[src/rtl/fft_peak_analyzer.sv]
// Peak-bin finder for one 16-bin FFT frame: captures the frame, squares one bin per
// cycle, and reports the index and |X|^2 of the strongest bin with a done pulse.
module fft_peak_analyzer #(
   parameter int unsigned DATA_W = 32,
   parameter int unsigned MAG_W  = 32
) (
   input  logic              clk,
   input  logic              rst,
   input  logic              fft_valid,
   input  logic [DATA_W-1:0] fft_d0,
   input  logic [DATA_W-1:0] fft_d1,
   input  logic [DATA_W-1:0] fft_d2,
   input  logic [DATA_W-1:0] fft_d3,
   input  logic [DATA_W-1:0] fft_d4,
   input  logic [DATA_W-1:0] fft_d5,
   input  logic [DATA_W-1:0] fft_d6,
   input  logic [DATA_W-1:0] fft_d7,
   input  logic [DATA_W-1:0] fft_d8,
   input  logic [DATA_W-1:0] fft_d9,
   input  logic [DATA_W-1:0] fft_d10,
   input  logic [DATA_W-1:0] fft_d11,
   input  logic [DATA_W-1:0] fft_d12,
   input  logic [DATA_W-1:0] fft_d13,
   input  logic [DATA_W-1:0] fft_d14,
   input  logic [DATA_W-1:0] fft_d15,
   output logic              done,
   output logic [3:0]        freq,
   output logic [MAG_W-1:0]  max_mag,
   output logic              overrun
);

   localparam int unsigned HALF_W = DATA_W / 2;
   localparam int unsigned NBINS  = 16;

   localparam logic [0:0] S_IDLE = 1'b0;
   localparam logic [0:0] S_CALC = 1'b1;

   logic [0:0]        state_q, state_d;
   logic [3:0]        idx_q, idx_d;
   logic [DATA_W-1:0] bank_q [NBINS];
   logic              load_c;
   logic [MAG_W-1:0]  run_max_q, run_max_d;
   logic [3:0]        run_idx_q, run_idx_d;
   logic              done_d, overrun_d;
   logic [3:0]        freq_d;
   logic [MAG_W-1:0]  max_mag_d;

   logic [DATA_W-1:0] din [NBINS];
   assign din[0]  = fft_d0;
   assign din[1]  = fft_d1;
   assign din[2]  = fft_d2;
   assign din[3]  = fft_d3;
   assign din[4]  = fft_d4;
   assign din[5]  = fft_d5;
   assign din[6]  = fft_d6;
   assign din[7]  = fft_d7;
   assign din[8]  = fft_d8;
   assign din[9]  = fft_d9;
   assign din[10] = fft_d10;
   assign din[11] = fft_d11;
   assign din[12] = fft_d12;
   assign din[13] = fft_d13;
   assign din[14] = fft_d14;
   assign din[15] = fft_d15;

   // Single shared squarer pair on the bin selected by idx.
   logic [DATA_W-1:0]        sel_c;
   logic signed [HALF_W-1:0] re_c, im_c;
   logic signed [DATA_W-1:0] re_sq_c, im_sq_c;
   logic [MAG_W-1:0]         mag_c;

   always_comb begin
      sel_c   = bank_q[idx_q];
      re_c    = sel_c[DATA_W-1:HALF_W];
      im_c    = sel_c[HALF_W-1:0];
      re_sq_c = DATA_W'(re_c) * DATA_W'(re_c);
      im_sq_c = DATA_W'(im_c) * DATA_W'(im_c);
      mag_c   = MAG_W'($unsigned(re_sq_c)) + MAG_W'($unsigned(im_sq_c));
   end

   // Next-state, peak tracking and output decode.
   always_comb begin
      state_d   = state_q;
      idx_d     = idx_q;
      load_c    = 1'b0;
      run_max_d = run_max_q;
      run_idx_d = run_idx_q;
      done_d    = 1'b0;
      overrun_d = 1'b0;
      freq_d    = freq;
      max_mag_d = max_mag;

      case (state_q)
         S_IDLE: begin
            if (fft_valid) begin
               load_c  = 1'b1;
               idx_d   = 4'd0;
               state_d = S_CALC;
            end
         end
         S_CALC: begin
            if (idx_q == 4'd0 || mag_c > run_max_q) begin
               run_max_d = mag_c;
               run_idx_d = idx_q;
            end
            idx_d = idx_q + 4'd1;
            if (idx_q == 4'd15) begin
               done_d    = 1'b1;
               freq_d    = run_idx_d;
               max_mag_d = run_max_d;
               // A frame arriving in the last cycle chains on without a gap.
               if (fft_valid) begin
                  load_c  = 1'b1;
                  idx_d   = 4'd0;
                  state_d = S_CALC;
               end else begin
                  state_d = S_IDLE;
               end
            end else if (fft_valid) begin
               overrun_d = 1'b1;
            end
         end
         default: state_d = S_IDLE;
      endcase
   end

   always_ff @(posedge clk or posedge rst) begin
      if (rst) begin
         state_q   <= S_IDLE;
         idx_q     <= 4'd0;
         run_max_q <= '0;
         run_idx_q <= 4'd0;
         done      <= 1'b0;
         overrun   <= 1'b0;
         freq      <= 4'd0;
         max_mag   <= '0;
         for (int i = 0; i < int'(NBINS); i++) bank_q[i] <= '0;
      end else begin
         state_q   <= state_d;
         idx_q     <= idx_d;
         run_max_q <= run_max_d;
         run_idx_q <= run_idx_d;
         done      <= done_d;
         overrun   <= overrun_d;
         freq      <= freq_d;
         max_mag   <= max_mag_d;
         if (load_c) begin
            for (int i = 0; i < int'(NBINS); i++) bank_q[i] <= din[i];
         end
      end
   end

endmodule
[config.mk]
export PLATFORM = sky130hd
export DESIGN_NAME = fft_peak_analyzer
export DESIGN_NICKNAME = d
export VERILOG_FILES = /design/src/rtl/fft_peak_analyzer.sv
export SDC_FILE = /design/constraint.sdc
export NUM_CORES = 2
export LEC_CHECK = 0
export BUFFER_PORTS_ARGS = -buffer_cell sky130_fd_sc_hd__buf_2
export CAP_MARGIN = 20
export CORE_UTILIZATION = 50
export DETAILED_ROUTE_END_ITERATION = 8
export PLACE_DENSITY = 0.8
export RECOVER_POWER = 50
export SETUP_SLACK_MARGIN = 0.4
export SLEW_MARGIN = 20
export SYNTH_ARGS = -nofsm -noshare
export SYNTH_HDL_FRONTEND = slang
export SYNTH_SLANG_ARGS = --single-unit
export TNS_END_PERCENT = 30
[constraint.sdc]
create_clock -name clk -period 18.53 [get_ports clk]
set_input_delay 2.7795 -clock clk [delete_from_list [all_inputs] [get_ports clk]]
set_output_delay 2.7795 -clock clk [all_outputs]
set_load 0.03 [all_outputs]
==> results.yml <==
floorplanning:
  start_util_pct: 50.5
  die_h_um: 301
  ios: 553
  core_um2: 88400
  die_width_um: 301
  rows: 109
  die_area_um2: 90500
yosys:
  yosysSeqAreaShare_pct: 33.1
  synthesis.area_um2: 44700
  synth_cells: 3579
  synth-edff-count: 0
  syn_nets: 4798
  ys_warn_count: 0
  synthDistinctLibCells: 64
  synthArstFlopShare_pct: 100
  synth_ff_type: "dfrtp_1"
  syn_avg_cell_area_um2: 12.5
  synth_seq_cells: 591
placed_design:
  place_hpwl_mm: 94.3
  io_buffers: 552
  gp_congestion: 0.950
timing:
  fin_skew_ps: 59.3
  period_share_pct: 84.0
  clock.fmax_ghz: 0.0642
  tns_ps: 0
  slew_viol_final: 517
  slew-limit-headroom_pct: -203
  rsz0062_at_grt: "no"
  fin_crit_ps: 15570
  finalHoldViolCount: 0
  setup_viol: 0
  worst_pin_slew_ps: 4540
cells_and_area:
  nNetsFinal: 5292
  layout_commonest_cell: "inv_1"
  drive_gt1_share_pct: 32.7
  area_growth_pct: 13.6
  layout_common_cells: "704 x inv_1, 587 x dfrtp_1, 533 x mux2_2, 520 x fa_1, 513 x buf_2"
  num-fill-cells: 7018
critical_path:
  cpPeakStageDelay_ps: 2520
  cp.arrival_ps: 16050
  slowest_stage: "clkbuf_1"
  reg2reg_slack_ps: 2960
  critPathKind: "reg2reg"
  crit_top_cell: "fa_1"
  end_kind: "flip-flop"
  critPathLaunchType: "flip-flop"
  worstPathMaxFanout: 53
  critPathRequiredTime_ps: 19020
cts:
  clock_path_buffers: 3
  cts_tree: "yes"
  htree_levels: 3
  clkLatencyLatePin_ps: 660
  cts_setup_buffers: 0
  cts-buffers-inserted: 66
  cts_resized: 0
  clk_transition_reported_paths_ps: 60
  cts_sinks: 591
  cts_root_buf: "clkbuf_16"
  cts_hold_buffers: 0
hold_path:
  min_path_type: "reg2reg"
routing:
  viasPerCell: 5.47
  drc: 0
  vias: 29200
  drt-initial-drc-count: 2017
  wl_per_cell_um: 22.3
  detail-route-antenna-nets: 0
  first_pass_iters: 7
  wirelength_mm: 119
outcome:
  outcome: "complete, but fails checks"
  violations: "max-capacitance violations, max-slew violations"
global_route:
  use_met1_pct: 34.6
  grt_use_met2_pct: 43.0
  gr-max-usage-layer: "met2"
  grt_use_total_pct: 26.9
  use_met3_pct: 7.52
  antenna_found_initial: 68
  grt_pass1_wl_mm: 185
  first_global_vias: 31900
  grt_max_degree: 181
  globalRouteOverflowTotal: 0
flow_run:
  maxCapViolCount: 8
==> critical path, delay by kind of cell, from the launching register on <==
kind,cells,cell delay [ps]
adder cells (fa/ha/maj),10,5180
buffers and inverters,8,4080
AO/OA/AOI/OAI,8,2420
multiplexers,3,1570
AND/OR/NAND/NOR,4,1010
flip-flops,1,900
XOR/XNOR,1,180
==> synth_stat cells, types with 48 or more instances <==
cell     number  share of area, %
inv_1       705               5.9
dfrtp_1     591                33
mux2_2      534                13
fa_1        520                23
nand2_1     212               1.8
ha_1        184               5.2
mux4_2      142               7.2
nor2_1      120               1.0
buf_2        98               1.1
mux2i_1      51               1.1
o21ai_0      51              0.57
xnor2_1      48              0.94
==> kinds of logic after synthesis <==
logic type / after synthesis / synth area share (%)
mux: 759 / 22.7
xor+xnor: 58 / 1.14
buf+inv: 867 / 7.88
compound gates: 168 / 2.56
simple gates: 432 / 4.17
flops: 591 / 33.1
fa+ha+maj: 704 / 28.5
==> per-layer routing <==
metal,wire length (µm),up-vias
li1,-,12600
met2,57000,1151
met5,287,-
met4,4660,44
met3,10300,303
met1,46500,15000
==> worst paths after layout <==
kind,from,end,cells after the start
worst max-delay path,idx_q[1]$_DFFE_PP0P_,run_max_q[16]$_DFFE_PP0P_,34
worst min-delay path,max_mag[27]$_DFFE_PP0P_,max_mag[27]$_DFFE_PP0P_,2
worst max register to register,idx_q[1]$_DFFE_PP0P_,run_max_q[16]$_DFFE_PP0P_,34
worst min register to register,max_mag[27]$_DFFE_PP0P_,max_mag[27]$_DFFE_PP0P_,2
max in group asynchronous,rst,idx_q[0]$_DFFE_PP0P_,5
min in group asynchronous,rst,bank_q[195]$_DFFE_PP0P_,3
==> through the flow <==
| stage | utilization (%) | hold WS (ps) | cell area, µm² | setup slack, ps | std cells |
|---|---|---|---|---|---|
| final | 57.4 | 475 | 50700 | 2960 | 5332 |
| after CTS | 57.3 | 478 | 50700 | 4750 | 5288 |
| after detailed placement | 54.7 | 466 | 48300 | 4830 | 5169 |
| after floorplan | - | 457 | 44700 | 7690 | 3579 |
| after global placement | 54.7 | 460 | 48300 | 5090 | 5168 |
| after global routing | 57.4 | 494 | 50700 | 2230 | 5323 |
==> layout make-up <==
cell class | count | area, µm² | area share [%]
clock buffers | 88 | 1870 | 3.68
inverters | 714 | 2680 | 5.29
diodes | 43 | 108 | 0.212
repair buffers | 579 | 2940 | 5.80
flip-flops and latches | 591 | 14800 | 29.2
clock inverters | 31 | 504 | 0.994
well taps | 1165 | 1460 | 2.87
multi-input cells | 2121 | 26400 | 52.0
==> flip-flops by register name (all words and copies together), names as in the netlist <==
name / flops
bank_q: 512
state_q: 1
run_max_q: 32
run_idx_q: 4
done: 1
max_mag: 32
freq: 4
overrun: 1
idx_q: 4
Power is not shown: default switching activity piles up to over one toggle a cycle in this logic, so the estimate is an artifact.
